**config.mk**
```make
export PLATFORM = sky130hd
export DESIGN_NAME = axi_llc_write_unit_queued_flat
export DESIGN_NICKNAME = d
export VERILOG_FILES = /design/src/rtl/axi_llc_write_unit_queued_if.sv /design/src/rtl/axi_llc_write_unit_queued.sv /design/src/flat_wrapper.sv
export SDC_FILE = /design/constraint.sdc
export NUM_CORES = 1
export LEC_CHECK = 0
export CORE_MARGIN = 2
export CORE_UTILIZATION = 39
export CTS_BUF_LIST = sky130_fd_sc_hd__clkbuf_4
export CTS_CLUSTER_SIZE = 16
export DETAILED_ROUTE_END_ITERATION = 8
export HOLD_SLACK_MARGIN = 0.1
export PLACE_DENSITY = 0.56
export SLEW_MARGIN = 20
export SYNTH_ARGS = -nofsm -noshare
export SYNTH_HDL_FRONTEND = slang
export SYNTH_SLANG_ARGS = --single-unit
```
**constraint.sdc**
```tcl
create_clock -name clk_i -period 8.3 [get_ports clk_i]
set_input_delay 1.245 -clock clk_i [delete_from_list [all_inputs] [get_ports clk_i]]
set_output_delay 1.245 -clock clk_i [all_outputs]
set_load 0.01 [all_outputs]
```
**src/rtl/axi_llc_write_unit_queued_if.sv**
```systemverilog
// Shared payload types and the bundled handshake interface of the queued LLC write unit.
package axi_llc_write_unit_queued_pkg;

    localparam int unsigned AddrW = 32;
    localparam int unsigned IdW   = 4;
    localparam int unsigned DataW = 64;
    localparam int unsigned StrbW = DataW / 8;
    localparam int unsigned IdxW  = 8;
    localparam int unsigned BoW   = 3;
    localparam int unsigned WayW  = 3;
    localparam int unsigned LenW  = 8;

    typedef struct packed {
        int unsigned IndexLength;
        int unsigned BlockOffsetLength;
        int unsigned ByteOffsetLength;
    } llc_cfg_t;

    typedef struct packed {
        int unsigned IdWidthFull;
        int unsigned AddrWidthFull;
        int unsigned DataWidthFull;
    } llc_axi_cfg_t;

    localparam llc_cfg_t DefaultCfg = '{IndexLength: IdxW, BlockOffsetLength: BoW,
                                        ByteOffsetLength: 3};
    localparam llc_axi_cfg_t DefaultAxiCfg = '{IdWidthFull: IdW, AddrWidthFull: AddrW,
                                               DataWidthFull: DataW};

    localparam logic [1:0] BurstFixed = 2'b00;
    localparam logic [1:0] BurstIncr  = 2'b01;
    localparam logic [1:0] BurstWrap  = 2'b10;
    localparam logic [1:0] RespOkay   = 2'b00;
    localparam logic [1:0] RespSlvErr = 2'b10;
    localparam logic [1:0] WChanUnit  = 2'd2;

    typedef struct packed {
        logic [IdW-1:0]   a_x_id;
        logic [AddrW-1:0] a_x_addr;
        logic [LenW-1:0]  a_x_len;
        logic [2:0]       a_x_size;
        logic [1:0]       a_x_burst;
        logic [1:0]       x_resp;
        logic             x_last;
        logic [WayW-1:0]  way_ind;
    } desc_t;

    typedef struct packed {
        logic [1:0]       cache_unit;
        logic [WayW-1:0]  way_ind;
        logic [IdxW-1:0]  line_addr;
        logic [BoW-1:0]   blk_offset;
        logic             we;
        logic [DataW-1:0] data;
        logic [StrbW-1:0] strb;
    } way_inp_t;

    typedef struct packed {
        logic [IdxW-1:0] index;
        logic [WayW-1:0] way_ind;
    } lock_t;

    typedef struct packed {
        logic [DataW-1:0] data;
        logic [StrbW-1:0] strb;
    } w_chan_t;

    typedef struct packed {
        logic [IdW-1:0] id;
        logic [1:0]     resp;
    } b_chan_t;

endpackage

interface axi_llc_write_unit_queued_if #(
    parameter type desc_t    = axi_llc_write_unit_queued_pkg::desc_t,
    parameter type way_inp_t = axi_llc_write_unit_queued_pkg::way_inp_t,
    parameter type lock_t    = axi_llc_write_unit_queued_pkg::lock_t,
    parameter type w_chan_t  = axi_llc_write_unit_queued_pkg::w_chan_t,
    parameter type b_chan_t  = axi_llc_write_unit_queued_pkg::b_chan_t
);
    desc_t    desc_i;
    logic     desc_valid_i;
    logic     desc_ready_o;
    w_chan_t  w_chan_slv_i;
    logic     w_chan_valid_i;
    logic     w_chan_ready_o;
    b_chan_t  b_chan_slv_o;
    logic     b_chan_valid_o;
    logic     b_chan_ready_i;
    way_inp_t way_inp_o;
    logic     way_inp_valid_o;
    logic     way_inp_ready_i;
    lock_t    w_unlock_o;
    logic     w_unlock_req_o;
    logic     w_unlock_gnt_i;

    modport slave (
        input  desc_i, desc_valid_i, w_chan_slv_i, w_chan_valid_i, b_chan_ready_i,
               way_inp_ready_i, w_unlock_gnt_i,
        output desc_ready_o, w_chan_ready_o, b_chan_slv_o, b_chan_valid_o,
               way_inp_o, way_inp_valid_o, w_unlock_o, w_unlock_req_o
    );

    modport master (
        output desc_i, desc_valid_i, w_chan_slv_i, w_chan_valid_i, b_chan_ready_i,
               way_inp_ready_i, w_unlock_gnt_i,
        input  desc_ready_o, w_chan_ready_o, b_chan_slv_o, b_chan_valid_o,
               way_inp_o, way_inp_valid_o, w_unlock_o, w_unlock_req_o
    );
endinterface

```
**src/rtl/axi_llc_write_unit_queued.sv**
```systemverilog
// LLC write unit: queues descriptors, W beats and B responses; walks each burst into data-way writes.
module axi_llc_wuq_fifo #(
    parameter int unsigned Depth  = 2,
    parameter type         data_t = logic
) (
    input  logic  clk_i,
    input  logic  rst_i,
    input  logic  push_i,
    input  data_t data_i,
    output logic  full_o,
    input  logic  pop_i,
    output data_t data_o,
    output logic  empty_o
);
    localparam int unsigned PtrW = (Depth > 1) ? $clog2(Depth) : 1;
    localparam int unsigned CntW = $clog2(Depth + 1);

    data_t            mem_q [Depth];
    logic [PtrW-1:0]  wr_q, rd_q;
    logic [CntW-1:0]  cnt_q;
    logic             do_push, do_pop;

    function automatic logic [PtrW-1:0] next_ptr(input logic [PtrW-1:0] p);
        return (p == PtrW'(Depth - 1)) ? '0 : p + PtrW'(1);
    endfunction

    assign full_o  = (cnt_q == CntW'(Depth));
    assign empty_o = (cnt_q == '0);
    assign do_push = push_i & ~full_o;
    assign do_pop  = pop_i & ~empty_o;
    assign data_o  = mem_q[rd_q];

    // Pointer and occupancy tracking.
    always_ff @(posedge clk_i or posedge rst_i) begin
        if (rst_i) begin
            wr_q  <= '0;
            rd_q  <= '0;
            cnt_q <= '0;
        end else begin
            if (do_push) wr_q <= next_ptr(wr_q);
            if (do_pop)  rd_q <= next_ptr(rd_q);
            cnt_q <= cnt_q + CntW'(do_push) - CntW'(do_pop);
        end
    end

    // Storage array, written on accepted push only.
    always_ff @(posedge clk_i) begin
        if (do_push) mem_q[wr_q] <= data_i;
    end
endmodule

module axi_llc_write_unit_queued
    import axi_llc_write_unit_queued_pkg::llc_cfg_t, axi_llc_write_unit_queued_pkg::llc_axi_cfg_t,
           axi_llc_write_unit_queued_pkg::DefaultCfg, axi_llc_write_unit_queued_pkg::DefaultAxiCfg,
           axi_llc_write_unit_queued_pkg::AddrW, axi_llc_write_unit_queued_pkg::IdW,
           axi_llc_write_unit_queued_pkg::DataW, axi_llc_write_unit_queued_pkg::IdxW,
           axi_llc_write_unit_queued_pkg::BoW, axi_llc_write_unit_queued_pkg::LenW,
           axi_llc_write_unit_queued_pkg::BurstIncr, axi_llc_write_unit_queued_pkg::BurstWrap,
           axi_llc_write_unit_queued_pkg::RespSlvErr, axi_llc_write_unit_queued_pkg::WChanUnit;
#(
    parameter llc_cfg_t     Cfg       = DefaultCfg,
    parameter llc_axi_cfg_t AxiCfg    = DefaultAxiCfg,
    parameter type          desc_t    = axi_llc_write_unit_queued_pkg::desc_t,
    parameter type          way_inp_t = axi_llc_write_unit_queued_pkg::way_inp_t,
    parameter type          lock_t    = axi_llc_write_unit_queued_pkg::lock_t,
    parameter type          w_chan_t  = axi_llc_write_unit_queued_pkg::w_chan_t,
    parameter type          b_chan_t  = axi_llc_write_unit_queued_pkg::b_chan_t,
    parameter int unsigned  WDepth    = 4,
    parameter int unsigned  DescDepth = 2,
    parameter int unsigned  BDepth    = 2
) (
    input  logic                              clk_i,
    input  logic                              rst_i,
    input  logic                              test_i,
    axi_llc_write_unit_queued_if.slave        bus,
    output logic                              busy_o
);
    localparam int unsigned ByteOff = Cfg.ByteOffsetLength;
    localparam int unsigned LineOff = Cfg.ByteOffsetLength + Cfg.BlockOffsetLength;

    // Reject configurations the fixed payload widths cannot carry.
    if (AxiCfg.DataWidthFull != DataW || AxiCfg.AddrWidthFull != AddrW ||
        AxiCfg.IdWidthFull != IdW || Cfg.IndexLength != IdxW ||
        Cfg.BlockOffsetLength != BoW || WDepth < 1 || DescDepth < 1 || BDepth < 1) begin : g_bad_cfg
        $error("axi_llc_write_unit_queued: unsupported parameter set");
    end

    typedef enum logic [1:0] {Idle, Write, Drop} state_e;

    state_e           state_q, state_d;
    desc_t            desc_q, desc_d;
    logic [AddrW-1:0] mask_q, mask_d;

    desc_t   desc_head;
    w_chan_t w_head;
    b_chan_t b_entry;
    logic    desc_full, desc_empty, desc_pop;
    logic    w_full, w_empty, w_pop;
    logic    b_full, b_empty, b_push;
    logic    way_valid, consume, load, last_beat, unlock_req;
    logic    unused_test;

    assign unused_test = test_i;

    axi_llc_wuq_fifo #(.Depth(DescDepth), .data_t(desc_t)) i_desc_fifo (
        .clk_i(clk_i), .rst_i(rst_i), .push_i(bus.desc_valid_i), .data_i(bus.desc_i),
        .full_o(desc_full), .pop_i(desc_pop), .data_o(desc_head), .empty_o(desc_empty));

    axi_llc_wuq_fifo #(.Depth(WDepth), .data_t(w_chan_t)) i_w_fifo (
        .clk_i(clk_i), .rst_i(rst_i), .push_i(bus.w_chan_valid_i), .data_i(bus.w_chan_slv_i),
        .full_o(w_full), .pop_i(w_pop), .data_o(w_head), .empty_o(w_empty));

    axi_llc_wuq_fifo #(.Depth(BDepth), .data_t(b_chan_t)) i_b_fifo (
        .clk_i(clk_i), .rst_i(rst_i), .push_i(b_push), .data_i(b_entry),
        .full_o(b_full), .pop_i(bus.b_chan_ready_i), .data_o(bus.b_chan_slv_o), .empty_o(b_empty));

    function automatic logic [AddrW-1:0] num_bytes(input logic [2:0] size);
        return AddrW'(1) << size;
    endfunction

    // Address of the following beat for FIXED / INCR / WRAP bursts.
    function automatic logic [AddrW-1:0] next_addr(input desc_t d, input logic [AddrW-1:0] mask);
        logic [AddrW-1:0] nb, sum;
        nb  = num_bytes(d.a_x_size);
        sum = d.a_x_addr + nb;
        case (d.a_x_burst)
            BurstIncr: return sum & ~(nb - AddrW'(1));
            BurstWrap: return (d.a_x_addr & ~mask) | (sum & mask);
            default:   return d.a_x_addr;
        endcase
    endfunction

    // Interface outputs that follow directly from queue state and the active descriptor.
    always_comb begin
        bus.desc_ready_o           = ~desc_full;
        bus.w_chan_ready_o         = ~w_full;
        bus.b_chan_valid_o         = ~b_empty;
        bus.way_inp_valid_o        = way_valid;
        bus.w_unlock_req_o         = unlock_req;
        bus.way_inp_o.cache_unit   = WChanUnit;
        bus.way_inp_o.way_ind      = desc_q.way_ind;
        bus.way_inp_o.line_addr    = IdxW'(desc_q.a_x_addr >> LineOff);
        bus.way_inp_o.blk_offset   = BoW'(desc_q.a_x_addr >> ByteOff);
        bus.way_inp_o.we           = 1'b1;
        bus.way_inp_o.data         = w_head.data;
        bus.way_inp_o.strb         = w_head.strb;
        bus.w_unlock_o.index       = IdxW'(desc_q.a_x_addr >> LineOff);
        bus.w_unlock_o.way_ind     = desc_q.way_ind;
        b_entry.id                 = desc_q.a_x_id;
        b_entry.resp               = desc_q.x_resp;
        busy_o = (state_q != Idle) | ~desc_empty | ~w_empty | ~b_empty;
    end

    // Next-state: descriptor load, beat consumption, address/length stepping.
    always_comb begin
        state_d    = state_q;
        desc_d     = desc_q;
        mask_d     = mask_q;
        desc_pop   = 1'b0;
        w_pop      = 1'b0;
        b_push     = 1'b0;
        way_valid  = 1'b0;
        unlock_req = 1'b0;
        consume    = 1'b0;
        load       = 1'b0;
        last_beat  = (desc_q.a_x_len == '0);

        case (state_q)
            Idle: load = ~desc_empty;
            Write, Drop: begin
                if (bus.w_unlock_gnt_i && !w_empty && !(last_beat && desc_q.x_last && b_full)) begin
                    if (state_q == Write && w_head.strb != '0) begin
                        way_valid = 1'b1;
                        consume   = bus.way_inp_ready_i;
                    end else begin
                        consume   = 1'b1;
                    end
                end
                if (consume) begin
                    w_pop = 1'b1;
                    if (last_beat) begin
                        unlock_req = 1'b1;
                        b_push     = desc_q.x_last;
                        state_d    = Idle;
                        load       = ~desc_empty;
                    end else begin
                        desc_d.a_x_len  = desc_q.a_x_len - LenW'(1);
                        desc_d.a_x_addr = next_addr(desc_q, mask_q);
                    end
                end
            end
            default: state_d = Idle;
        endcase

        if (load) begin
            desc_pop = 1'b1;
            desc_d   = desc_head;
            mask_d   = (AddrW'(desc_head.a_x_len) + AddrW'(1)) * num_bytes(desc_head.a_x_size)
                       - AddrW'(1);
            state_d  = (desc_head.x_resp == RespSlvErr) ? Drop : Write;
        end
    end

    // FSM state, active descriptor and wrap mask.
    always_ff @(posedge clk_i or posedge rst_i) begin
        if (rst_i) begin
            state_q <= Idle;
            desc_q  <= '0;
            mask_q  <= '0;
        end else begin
            state_q <= state_d;
            desc_q  <= desc_d;
            mask_q  <= mask_d;
        end
    end
endmodule

```
**src/flat_wrapper.sv**
```systemverilog
// flat-port wrapper written by rule: the top's interface ports become plain ports
module axi_llc_write_unit_queued_flat import axi_llc_write_unit_queued_pkg::llc_cfg_t, axi_llc_write_unit_queued_pkg::llc_axi_cfg_t,
           axi_llc_write_unit_queued_pkg::DefaultCfg, axi_llc_write_unit_queued_pkg::DefaultAxiCfg,
           axi_llc_write_unit_queued_pkg::AddrW, axi_llc_write_unit_queued_pkg::IdW,
           axi_llc_write_unit_queued_pkg::DataW, axi_llc_write_unit_queued_pkg::IdxW,
           axi_llc_write_unit_queued_pkg::BoW, axi_llc_write_unit_queued_pkg::LenW,
           axi_llc_write_unit_queued_pkg::BurstIncr, axi_llc_write_unit_queued_pkg::BurstWrap,
           axi_llc_write_unit_queued_pkg::RespSlvErr, axi_llc_write_unit_queued_pkg::WChanUnit;
#(
    parameter llc_cfg_t     Cfg       = DefaultCfg,
    parameter llc_axi_cfg_t AxiCfg    = DefaultAxiCfg,
    parameter type          desc_t    = axi_llc_write_unit_queued_pkg::desc_t,
    parameter type          way_inp_t = axi_llc_write_unit_queued_pkg::way_inp_t,
    parameter type          lock_t    = axi_llc_write_unit_queued_pkg::lock_t,
    parameter type          w_chan_t  = axi_llc_write_unit_queued_pkg::w_chan_t,
    parameter type          b_chan_t  = axi_llc_write_unit_queued_pkg::b_chan_t,
    parameter int unsigned  WDepth    = 4,
    parameter int unsigned  DescDepth = 2,
    parameter int unsigned  BDepth    = 2
)
  (clk_i, rst_i, test_i, busy_o, bus_desc_i, bus_desc_valid_i, bus_w_chan_slv_i, bus_w_chan_valid_i, bus_b_chan_ready_i, bus_way_inp_ready_i, bus_w_unlock_gnt_i, bus_desc_ready_o, bus_w_chan_ready_o, bus_b_chan_slv_o, bus_b_chan_valid_o, bus_way_inp_o, bus_way_inp_valid_o, bus_w_unlock_o, bus_w_unlock_req_o);
  axi_llc_write_unit_queued_if #(.desc_t(desc_t), .way_inp_t(way_inp_t), .lock_t(lock_t), .w_chan_t(w_chan_t), .b_chan_t(b_chan_t)) bus_i ();
  input  logic clk_i;
  input  logic rst_i;
  input  logic test_i;
  output logic busy_o;
  input wire logic [$bits(bus_i.desc_i)-1:0] bus_desc_i;
  input wire logic [$bits(bus_i.desc_valid_i)-1:0] bus_desc_valid_i;
  input wire logic [$bits(bus_i.w_chan_slv_i)-1:0] bus_w_chan_slv_i;
  input wire logic [$bits(bus_i.w_chan_valid_i)-1:0] bus_w_chan_valid_i;
  input wire logic [$bits(bus_i.b_chan_ready_i)-1:0] bus_b_chan_ready_i;
  input wire logic [$bits(bus_i.way_inp_ready_i)-1:0] bus_way_inp_ready_i;
  input wire logic [$bits(bus_i.w_unlock_gnt_i)-1:0] bus_w_unlock_gnt_i;
  output wire logic [$bits(bus_i.desc_ready_o)-1:0] bus_desc_ready_o;
  output wire logic [$bits(bus_i.w_chan_ready_o)-1:0] bus_w_chan_ready_o;
  output wire logic [$bits(bus_i.b_chan_slv_o)-1:0] bus_b_chan_slv_o;
  output wire logic [$bits(bus_i.b_chan_valid_o)-1:0] bus_b_chan_valid_o;
  output wire logic [$bits(bus_i.way_inp_o)-1:0] bus_way_inp_o;
  output wire logic [$bits(bus_i.way_inp_valid_o)-1:0] bus_way_inp_valid_o;
  output wire logic [$bits(bus_i.w_unlock_o)-1:0] bus_w_unlock_o;
  output wire logic [$bits(bus_i.w_unlock_req_o)-1:0] bus_w_unlock_req_o;
  assign bus_i.desc_i = bus_desc_i;
  assign bus_i.desc_valid_i = bus_desc_valid_i;
  assign bus_i.w_chan_slv_i = bus_w_chan_slv_i;
  assign bus_i.w_chan_valid_i = bus_w_chan_valid_i;
  assign bus_i.b_chan_ready_i = bus_b_chan_ready_i;
  assign bus_i.way_inp_ready_i = bus_way_inp_ready_i;
  assign bus_i.w_unlock_gnt_i = bus_w_unlock_gnt_i;
  assign bus_desc_ready_o = bus_i.desc_ready_o;
  assign bus_w_chan_ready_o = bus_i.w_chan_ready_o;
  assign bus_b_chan_slv_o = bus_i.b_chan_slv_o;
  assign bus_b_chan_valid_o = bus_i.b_chan_valid_o;
  assign bus_way_inp_o = bus_i.way_inp_o;
  assign bus_way_inp_valid_o = bus_i.way_inp_valid_o;
  assign bus_w_unlock_o = bus_i.w_unlock_o;
  assign bus_w_unlock_req_o = bus_i.w_unlock_req_o;
  axi_llc_write_unit_queued #(.Cfg(Cfg), .AxiCfg(AxiCfg), .desc_t(desc_t), .way_inp_t(way_inp_t), .lock_t(lock_t), .w_chan_t(w_chan_t), .b_chan_t(b_chan_t), .WDepth(WDepth), .DescDepth(DescDepth), .BDepth(BDepth)) u_core (.clk_i(clk_i), .rst_i(rst_i), .test_i(test_i), .bus(bus_i), .busy_o(busy_o));
endmodule
```
; ---- Yosys cells after proc, flatten, opt, wreduce, memory -nomap -nowiden
; Memories as Yosys holds them, arrays and structs flattened.
; Cells that the tools add are included.
[word_totals]
reg_bits = 104
ram_bits = 410
input_bits = 135
out_inout_bits = 112
elab_cells = 138
memories = 3
[mem_list]
columns = memory, depth, word_bits, rd, rd_clocked_by_memory_dff, write_ports, line
row1 = u_core.i_w_fifo.mem_q, 4, 72, 1, 0, 1, axi_llc_write_unit_queued.sv:18  ; data_t mem_q [Depth];
row2 = u_core.i_desc_fifo.mem_q, 2, 55, 1, 0, 1, axi_llc_write_unit_queued.sv:18
row3 = u_core.i_b_fifo.mem_q, 2, 6, 1, 0, 1, axi_llc_write_unit_queued.sv:18
[op_classes]
addsub = 17
multipliers = 1
n_eq_ne = 14
n_shift = 2
mux = 40
bitwise = 21
n_reduce_logical = 21
[op_table]
columns = op, count
row1 = $mux 40, 3
row2 = $and 32x32->32, 3
row3 = $not 32->32, 2
row4 = $pmux 32 s2, 1
row5 = $shl 1x3->32 const A, 2
row6 = $sub 32x1->32 const B, 2
row7 = $mux 51, 1
row8 = $add 32x32->32, 1
row9 = $mul 32x32->32, 1
row10 = $or 32x32->32, 1
row11 = $mux 1, 27
row12 = $eq 2x2->1 const B, 7
row13 = $mux 2, 6
row14 = $add 8x1->9 const B, 1
row15 = $logic_not 8->1, 1
row16 = $reduce_bool 8->1, 1
row17 = $sub 8x1->8 const B, 1
row18 = $and 1x1->1, 6
row19 = $logic_not 2->1, 3
row20 = $ne 3x1->1 const B, 2
row21 = $not 1->1, 6
row22 = $reduce_and 3->1, 2
row23 = $reduce_bool 2->1, 3
row24 = $logic_and 1x1->1, 5
row25 = other kinds (17), 28

; ---- Logic depth before layout (Yosys ltp)
; Gate-level depths: netlist (run 1).
[logic_depth]
word_depth = 12
depth_mapped = 25
mapped_depth_nobuf = 24

; ---- Modules after synthesis
; From an unflattened synthesis (run 1), not the netlist that was laid out.
[hier_totals]
hier_cells = 1347
area_unflattened_um2 = 21604.5
[by_module_without_submodules]
columns = mod, n_inst, cells_each, area_each_um2
row1 = axi_llc_wuq_fifo at u_core.i_w_fifo, 1, 415, 10832.9
row2 = axi_llc_write_unit_queued, 1, 704, 5799.3
row3 = axi_llc_wuq_fifo at u_core.i_desc_fifo, 1, 190, 4335.4
row4 = axi_llc_wuq_fifo at u_core.i_b_fifo, 1, 38, 636.9

; ---- Worst setup path after synthesis (run 1)
; Ideal clock, no wire load.
[synth_path]
path_type = register to register
start = reg u_core.i_desc_fifo.rd_q
end = reg u_core.mask_q[12]
setup_ns = 0.133
arrival_ns = 5.932
setup_slack_ns = 2.235
path_stages_with_launch = 22
path_buffers = 3
period_less_slack_ns = 6.065
cell_sequence = dfrtp_1 > buf_1 > clkbuf_1 > mux2i_1 > clkbuf_1 > nand2_1 > nor2_1 > nand2_1 > fa_1 > fa_1 > inv_1 > fa_1 > inv_1 > fa_1 > inv_1 > fa_1 > ha_1 > o41ai_1 > o21ai_0 > o211ai_1 > xor2_1 > o21ai_0
[synth_via]
elab_chain_len = 4
word_cells_on_any_way = 5
[synth_rtl]
columns = element, line
row1 = "start, declared", axi_llc_write_unit_queued.sv:19  ; logic [PtrW-1:0] wr_q, rd_q;
row2 = "start signal, assigned", axi_llc_write_unit_queued.sv:41  ; if (do_pop) rd_q <= next_ptr(rd_q);
row3 = $mem_v2 2x55 *, -
row4 = $add 8x1->9 / $shl 1x3->32 (equally long branches), "axi_llc_write_unit_queued.sv:198, axi_llc_write_unit_queued.sv:118"
row5 = $mul 32x32->32 *, axi_llc_write_unit_queued.sv:198  ; mask_d = (AddrW'(desc_head.a_x_len) + AddrW'(1)) * num_bytes(desc_head.a_x_size)
row6 = $sub 32x1->32 *, axi_llc_write_unit_queued.sv:199  ; - AddrW'(1);
row7 = "end signal, assigned", axi_llc_write_unit_queued.sv:213  ; mask_q <= mask_d;
row8 = "end, declared", axi_llc_write_unit_queued.sv:92  ; logic [AddrW-1:0] mask_q, mask_d;
; Mark *: on every way between the ends. The rest lies on a longest branch, timed or not.
; A chain may end at the register's enable or synchronous reset.

; ---- Worst setup path after layout (run 1)
[layout_path]
start = reg u_core.i_desc_fifo.rd_q
end = reg u_core.mask_q[13]
; Same word-level chain as after synthesis.

==> flow_summary.toml, run 1 <==
[routing]
dr.first_iter.drc_count = 570
drtAntennaViolNets = 0
wl_um = 44400
drt-wirelength-per-cell_um = 19.2
via_count = 11500
drt-vias-per-instance = 4.97
drt_drc_violations_left = 0
number_of_optimization_iterations_in_the_first_detailed_route_pass = 5

[yosys]
synth_sequential_area_ratio_pct = 65.0
syn_area_sq_um = 19900
yosys_warnings = 0
ys_dominant_reg_cell = "sky130_fd_sc_hd__edfxtp_1"
synthDistinctLibCells = 55
synth.most_common_cell = "sky130_fd_sc_hd__edfxtp_1"
flip_flop_and_latch_count_after_synthesis = 442
synthesis.area_per_instance_sq_um = 15.7
synthDominantCellAreaShare_pct = 56.4
ys_top_cells_by_area = "sky130_fd_sc_hd__edfxtp_1 (56%), sky130_fd_sc_hd__dfrtp_1 (8.6%), sky130_fd_sc_hd__mux4_2 (8.1%)"
syn-instance-count = 1267
synth-edff-count = 374
synth_largest_area_cell = "sky130_fd_sc_hd__edfxtp_1"
netlist_top_cells_count = "sky130_fd_sc_hd__edfxtp_1 (374), sky130_fd_sc_hd__nand2_1 (97), sky130_fd_sc_hd__inv_1 (85), sky130_fd_sc_hd__nor2_1 (76), sky130_fd_sc_hd__mux4_2 (72)"
synth_async_sr_flop_share_pct = 15.4

[grt]
globalRouteTotalUtil_pct = 17.1
grt_pass1_vias = 12100
grt_max_degree = 69
grt_pass1_wl_um = 68800
initial_antenna_violation_count = 11
globalRouteOverflowTotal = 0

[cells_and_area]
post_route_cells_drive_above_1_share_pct = 18.4
areaGrowthSynthToFinish_pct = 21.6
final_net_count = 1796
finalInstanceArea_sq_um = 24200
final_layout_fill_cell_count = 4448

[critical_path]
worst-endpoint-arrival_ps = 7420
worst_setup_path_end_kind = "flip-flop"
worst_path_largest_cell_delay_ps = 570
cp_slowest_cell = "sky130_fd_sc_hd__fa_1"
cell_repeated_most_along_the_worst_path = "sky130_fd_sc_hd__fa_1"
path_cells = "buf_4 -> mux2_2 -> ha_1 -> nand4b_1 -> a211oi_1 -> xor2_1 -> nor2_1 -> fa_1 -> fa_1 -> fa_1 -> fa_1 -> inv_1 -> fa_1 -> inv_1 -> ha_1 -> nor2_1 -> nor2_1 -> a31oi_1 -> a21oi_1 -> nand2_1 -> or3_1 -> nand3_1"
timing.setup.critical_path_class = "flip-flop to flip-flop"
startpoint_type = "flip-flop"
path_max_fanout = 19
worst_ep_required_time_ps = 9080

[die]
die_h_um = 230
die_x_um = 230
floorplan.initialDensity_pct = 39.6
fp.coreArea_sq_um = 50300
floorplan.rows = 82
ioPinCount = 247
die_area_sq_um = 52800

[power]
internal-power_uw = 6400
vdd_ir_drop_max_mv = 0.313
sw_frac_of_total_pct = 38.8
power.net_switching_uw = 4050
clk_pwr_share_pct = 17.2
sequentialPowerShare_pct = 32.1
power.share.combinational_pct = 50.8
leakage_uw = 0.00886
power_density_nw_per_um2 = 432
fin_total_pwr_uw = 10500

[run]
maxCapViolations = 0

[run_status]
run_status = "finished clean"

[place]
dpl_cell_area_sq_um = 22800
routability_cong = 0.864
place_hpwl_um = 29100
total_of_buffers_placed_on_input_and_output_ports = 224

[sta]
slew-limit-headroom_pct = 31.2
maxClockFrequency_ghz = 0.151
final.setup_skew_ps = 64.7
timing.final.setup_violations = 0
hold_violations_final = 0
final_total_negative_setup_slack_ps = 0
final_period_minus_worst_setup_slack_ps = 6640
tightest_slew_ps = 1030
grt_setup_unrepaired = "no"
max_slew_violation_total_from_the_final_report = 0
timing.final.crit_share_pct = 80.0

[clock_tree]
cts_post_setup_buffers_inserted = 0
worstSkewPairLatency_ps = 890
clock-sinks = 442
cts.repair.resized = 0
clock_tree_from_tritoncts = "yes"
cts_hold_buffers = 0
htreeDepth = 3
ctsLongestPathBuffers = 3
clk_pin_slew_ps = 60
cts_inserted_buffers = 112
root_driver = "sky130_fd_sc_hd__clkbuf_4"

[worst_hold_path]
min-delay-path-class = "flip-flop to flip-flop"
## per-stage QoR
step	util, %	hold WS [ps]	setup slack (ps)	instances
after floorplan	-	442	2230	1268
after CTS	48.0	468	1630	2302
after detailed placement	45.3	461	1660	2111
after global routing	48.1	490	1210	2305
after global placement	45.3	452	1700	2111
final	48.1	470	1660	2312
## power by group through the flow
stage	clock, uW	sequential (uW)	combinational [uW]
CTS	1880	3370	5390
floorplan	0	3230	3820
finish	1790	3350	5310
global route	1980	3430	5980
global placement	0	3390	5330
detailed placement	0	3410	5330
## kinds of logic after synthesis
family | Yosys count | share of synthesized area (%)
DFF | 442 | 65.0
and+or+nand+nor | 266 | 6.23
buffers and inverters | 153 | 3.48
AOI/OAI and AO/OA | 137 | 4.39
muxes | 119 | 10.6
adders and majority gates | 108 | 8.53
xor gates and xnor gates | 40 | 1.76
other | 2 | 0.0377
## placed cells by master (no fill, tap or decap), types with 3 or more instances in the layout
cell,count
sky130_fd_sc_hd__a211oi_1,16
sky130_fd_sc_hd__a21o_1,5
sky130_fd_sc_hd__a21oi_1,17
sky130_fd_sc_hd__a31oi_1,13
sky130_fd_sc_hd__and2_1,4
sky130_fd_sc_hd__and3_4,5
sky130_fd_sc_hd__buf_4,14
sky130_fd_sc_hd__clkbuf_4,172
sky130_fd_sc_hd__clkdlybuf4s50_1,224
sky130_fd_sc_hd__clkinv_1,11
sky130_fd_sc_hd__clkinv_2,3
sky130_fd_sc_hd__conb_1,3
sky130_fd_sc_hd__dfrtp_1,65
sky130_fd_sc_hd__diode_2,10
sky130_fd_sc_hd__edfxtp_1,374
sky130_fd_sc_hd__fa_1,46
sky130_fd_sc_hd__ha_1,62
sky130_fd_sc_hd__inv_1,84
sky130_fd_sc_hd__inv_6,4
sky130_fd_sc_hd__mux2_2,12
sky130_fd_sc_hd__mux2i_1,35
sky130_fd_sc_hd__mux4_2,72
sky130_fd_sc_hd__nand2_1,97
sky130_fd_sc_hd__nand2b_1,5
sky130_fd_sc_hd__nand3_1,9
sky130_fd_sc_hd__nand4b_1,3
sky130_fd_sc_hd__nor2_1,75
sky130_fd_sc_hd__nor2b_1,16
sky130_fd_sc_hd__nor3_1,23
sky130_fd_sc_hd__nor3b_1,3
sky130_fd_sc_hd__o211ai_1,11
sky130_fd_sc_hd__o21a_1,13
sky130_fd_sc_hd__o21ai_0,44
sky130_fd_sc_hd__o31ai_1,5
sky130_fd_sc_hd__or2_2,5
sky130_fd_sc_hd__or3_1,4
sky130_fd_sc_hd__or4_1,3
sky130_fd_sc_hd__xnor2_1,23
sky130_fd_sc_hd__xor2_1,17
## registers in the layout (all words and copies together), names as in the netlist, named ones only
| name | cells |
|---|---|
| u_core.i_w_fifo.rd_q | 2 |
| u_core.i_b_fifo.wr_q | 1 |
| u_core.i_w_fifo.wr_q | 2 |
| u_core.i_b_fifo.mem_q | 12 |
| u_core.i_desc_fifo.rd_q | 1 |
| u_core.i_desc_fifo.cnt_q | 2 |
| u_core.i_desc_fifo.wr_q | 1 |
| u_core.i_b_fifo.cnt_q | 2 |
| u_core.mask_q | 14 |
| u_core.i_b_fifo.rd_q | 1 |
| u_core.bus.w_unlock_o | 3 |
| u_core.i_desc_fifo.mem_q | 74 |
| u_core.i_w_fifo.mem_q | 288 |
| u_core.b_entry | 6 |
| u_core.desc_q | 14 |
| u_core.i_w_fifo.cnt_q | 3 |
| u_core.state_q | 2 |
## critical path, delay by kind of cell, from the launching register on
| kind | cells | cell delay, ps |
|---|---|---|
| AOI/OAI and AO/OA | 3 | 900 |
| xor gates and xnor gates | 1 | 500 |
| adders and majority gates | 7 | 3120 |
| buffers and inverters | 3 | 320 |
| DFF | 1 | 440 |
| muxes | 1 | 320 |
| and+or+nand+nor | 7 | 960 |
## per-layer routing
| metal | vias to the layer above | share of wire, % | GRT usage, % |
|---|---|---|---|
| met4 | 16 | 2.1 | 5.54 |
| li1 | 5358 | - | - |
| met3 | 84 | 8.3 | 7.50 |
| met5 | - | 0.24 | 0 |
| met1 | 5725 | 43 | 21.3 |
| met2 | 312 | 46 | 26.6 |
## layout make-up
cell class,count,area [sq um],area share (%)
sequential,442,12900,53.5
tap,672,841,3.48
antenna,10,25.0,0.103
timing repair buffer,238,2350,9.70
clock inverter,19,100,0.414
inverter,86,323,1.33
multi-input combinational,673,6320,26.1
clock buffer,172,1290,5.34
## worst paths after layout
path                                                     start                                     to  slack [ps]  depth (start not counted)
setup / recovery           u_core.i_desc_fifo.rd_q$_DFFE_PP0P_          u_core.mask_q[13]$_DFFE_PP0P_        1660                         22
hold / removal                   u_core.b_entry[0]$_DFFE_PP0P_  u_core.i_b_fifo.mem_q[1][0]$_DFFE_PP_         470                          0
setup reg to reg           u_core.i_desc_fifo.rd_q$_DFFE_PP0P_          u_core.mask_q[13]$_DFFE_PP0P_        1660                         22
hold reg to reg                  u_core.b_entry[0]$_DFFE_PP0P_  u_core.i_b_fifo.mem_q[1][0]$_DFFE_PP_         470                          0
max in group asynchronous                                rst_i    u_core.i_w_fifo.rd_q[0]$_DFFE_PP0P_        6570                          3
min in group asynchronous                                rst_i          u_core.state_q[1]$_DFFE_PP0P_        1020                          3
Note: power is estimated with default switching activity, not from simulation.
==> run 2, diff against run 1 <==
- PLACE_DENSITY: 0.56 -> 0.59
- clock period: 8.3 -> 6.1 ns (I/O delays scaled with it)
==> flow_summary.toml, run 2 (synthesis gave the netlist of run 1 again) <==
[run_status]
run_status = "finished clean"

[critical_path]
startpoint_type = "flip-flop"
worst_setup_path_end_kind = "flip-flop"
cp_slowest_cell = "sky130_fd_sc_hd__fa_1"
timing.setup.critical_path_class = "flip-flop to flip-flop"
worst-endpoint-arrival_ps = 6570
worst_ep_required_time_ps = 6870
path_max_fanout = 4
path_cells = "mux2_4 -> ha_1 -> nand4b_1 -> a211oi_2 -> buf_4 -> xor2_4 -> nor2_1 -> fa_1 -> fa_1 -> fa_1 -> fa_1 -> inv_1 -> fa_1 -> inv_1 -> ha_1 -> nor2_1 -> nor2_1 -> a31oi_2 -> a21oi_2 -> nand2_1 -> or3_1 -> nand3_1"
ff2ff_setup_slack_ps = 300
cell_repeated_most_along_the_worst_path = "sky130_fd_sc_hd__fa_1"
worst_path_largest_cell_delay_ps = 580

[die]
floorplan.rows = 82
floorplan.initialDensity_pct = 39.6
die_area_sq_um = 52800
ioPinCount = 247
die_h_um = 230
fp.coreArea_sq_um = 50300
die_x_um = 230

[sta]
tightest_slew_ps = 1070
final.setup_skew_ps = 63.7
hold_violations_final = 0
maxClockFrequency_ghz = 0.172
timing.final.setup_violations = 0
final_period_minus_worst_setup_slack_ps = 5800
timing.final.crit_share_pct = 95.2
final_total_negative_setup_slack_ps = 0
slew-limit-headroom_pct = 28.3
max_slew_violation_total_from_the_final_report = 0
post-route-worst-setup-slack_ps = 295
grt_setup_unrepaired = "no"

[cells_and_area]
layout_commonest_cell = "sky130_fd_sc_hd__edfxtp_1"
final_layout_fill_cell_count = 4426
most_frequent_cells_in_the_layout = "sky130_fd_sc_hd__edfxtp_1 (374), sky130_fd_sc_hd__clkdlybuf4s50_1 (224), sky130_fd_sc_hd__clkbuf_4 (177), sky130_fd_sc_hd__nand2_1 (97), sky130_fd_sc_hd__inv_1 (84)"
multiInputGateArea_sq_um = 6400
instances_no_fill = 2350
areaGrowthSynthToFinish_pct = 23.4
largestRegisters = "u_core.i_w_fifo.mem_q x288, u_core.i_desc_fifo.mem_q x74"
post_route_cells_drive_above_1_share_pct = 20.7
largest-register = "u_core.i_w_fifo.mem_q"
number_of_flip_flops_in_the_largest_register = 288
final_net_count = 1824
seq_area_sq_um = 12900

[grt]
grt_max_degree = 69
initial_antenna_violation_count = 13
globalRouteOverflowTotal = 0
globalRouteTotalUtil_pct = 16.8
grt_pass1_vias = 12000
grt_pass1_wl_um = 67600

[clock_tree]
clk_pin_slew_ps = 70
htreeDepth = 3
root_driver = "sky130_fd_sc_hd__clkbuf_4"
clock-sinks = 442
worstSkewPairLatency_ps = 860
cts_hold_buffers = 0
clock_tree_from_tritoncts = "yes"
cts_inserted_buffers = 114
cts_post_setup_buffers_inserted = 0
ctsLongestPathBuffers = 3

[power]
power_density_nw_per_um2 = 594
sw_frac_of_total_pct = 38.7
sequentialPowerShare_pct = 31.3
clk_pwr_share_pct = 17.3
power.share.combinational_pct = 51.4
power.net_switching_uw = 5650
vdd_ir_drop_max_mv = 0.507
fin_total_pwr_uw = 14600
leakage_uw = 0.00906
internal-power_uw = 8930

[place]
place_hpwl_um = 29000
instance_count_after_placement_with_tap_cells_included = 2137
total_of_buffers_placed_on_input_and_output_ports = 224
routability_cong = 0.847
pre_cts_ws_ps = 111

[run]
maxCapViolations = 0

[routing]
dr.first_iter.drc_count = 600
wl_um = 43700
number_of_optimization_iterations_in_the_first_detailed_route_pass = 7
drt_drc_violations_left = 0
drtAntennaViolNets = 0
drt-vias-per-instance = 4.90
drt-wirelength-per-cell_um = 18.6
via_count = 11500

[worst_hold_path]
min-delay-path-class = "flip-flop to flip-flop"
[run 2: cell types whose count changed in the layout (fill, tap and decap cells not counted), moves of 2 or more]
cell / change
sky130_fd_sc_hd__xor2_1: -2
sky130_fd_sc_hd__nor2_1: -2
sky130_fd_sc_hd__diode_2: -2
sky130_fd_sc_hd__clkbuf_4: +5
sky130_fd_sc_hd__nor2_2: +2
sky130_fd_sc_hd__clkinv_1: +8
sky130_fd_sc_hd__inv_6: -2
sky130_fd_sc_hd__clkinv_8: +2
sky130_fd_sc_hd__nor3_1: -2
sky130_fd_sc_hd__buf_4: +25
[run 2: through the flow]
stage / hold slack [ps] / instance area (sq um) / utilization (%)
finish: 461 / 24600 / 48.8
global placement: 449 / 23000 / 45.7
CTS: 471 / 24400 / 48.6
floorplan: 442 / 19900 / -
global route: 484 / 24500 / 48.8
detailed placement: 458 / 23000 / 45.7
[run 2: power groups by stage]
stage          clock network (uW)  logic [uW]  registers [uW]
6_report                     2520        7500            4560
5_1_grt                      2780        8470            4660
4_1_cts                      2630        7510            4580
3_5_place_dp                    0        7430            4640
3_3_place_gp                    0        7410            4610
2_1_floorplan                   0        5200            4400
[run 2: final timing paths]
kind	end	startpoint	cells after the start
worst min register to register	u_core.i_b_fifo.mem_q[1][0]$_DFFE_PP_	u_core.b_entry[0]$_DFFE_PP0P_	0
worst min-delay path	u_core.i_b_fifo.mem_q[1][0]$_DFFE_PP_	u_core.b_entry[0]$_DFFE_PP0P_	0
min in group asynchronous	u_core.b_entry[1]$_DFFE_PP0P_	rst_i	3
worst max register to register	u_core.mask_q[13]$_DFFE_PP0P_	u_core.i_desc_fifo.rd_q$_DFFE_PP0P_	22
max in group asynchronous	u_core.i_w_fifo.rd_q[0]$_DFFE_PP0P_	rst_i	3
worst max-delay path	u_core.mask_q[13]$_DFFE_PP0P_	u_core.i_desc_fifo.rd_q$_DFFE_PP0P_	22
[run 2: what timing repair did]
item,CTS,global route
setup endpoints to repair,0,6
gates resized for setup,0,15
endpoints found under the hold margin,0,0
[run 2: critical path, delay by kind of cell (launching register included)]
family / cells / cell delay [ps]
AO/OA/AOI/OAI: 3 / 600
XOR/XNOR: 1 / 170
multiplexers: 1 / 250
adder cells (fa/ha/maj): 7 / 3070
flip-flops: 1 / 470
buffers and inverters: 3 / 280
AND/OR/NAND/NOR: 7 / 930
[run 2: area by class of cell]
| cell class | instances | share of cell area (%) |
|---|---|---|
| diodes | 8 | 0.0815 |
| clock buffers | 177 | 5.41 |
| clock inverters | 28 | 0.606 |
| inverters | 86 | 1.31 |
| multi-input cells | 673 | 26.1 |
| flip-flops and latches | 442 | 52.7 |
| well taps | 672 | 3.42 |
| repair buffers | 264 | 10.4 |
[run 2: metal layers]
| layer | share of wire, % | routed length [um] | global-route usage (%) |
|---|---|---|---|
| met1 | 43 | 18800 | 21.8 |
| met2 | 45 | 19900 | 25.1 |
| met3 | 9.2 | 4020 | 7.19 |
| met4 | 2.2 | 950 | 5.99 |
| met5 | 0.19 | 81 | 0 |
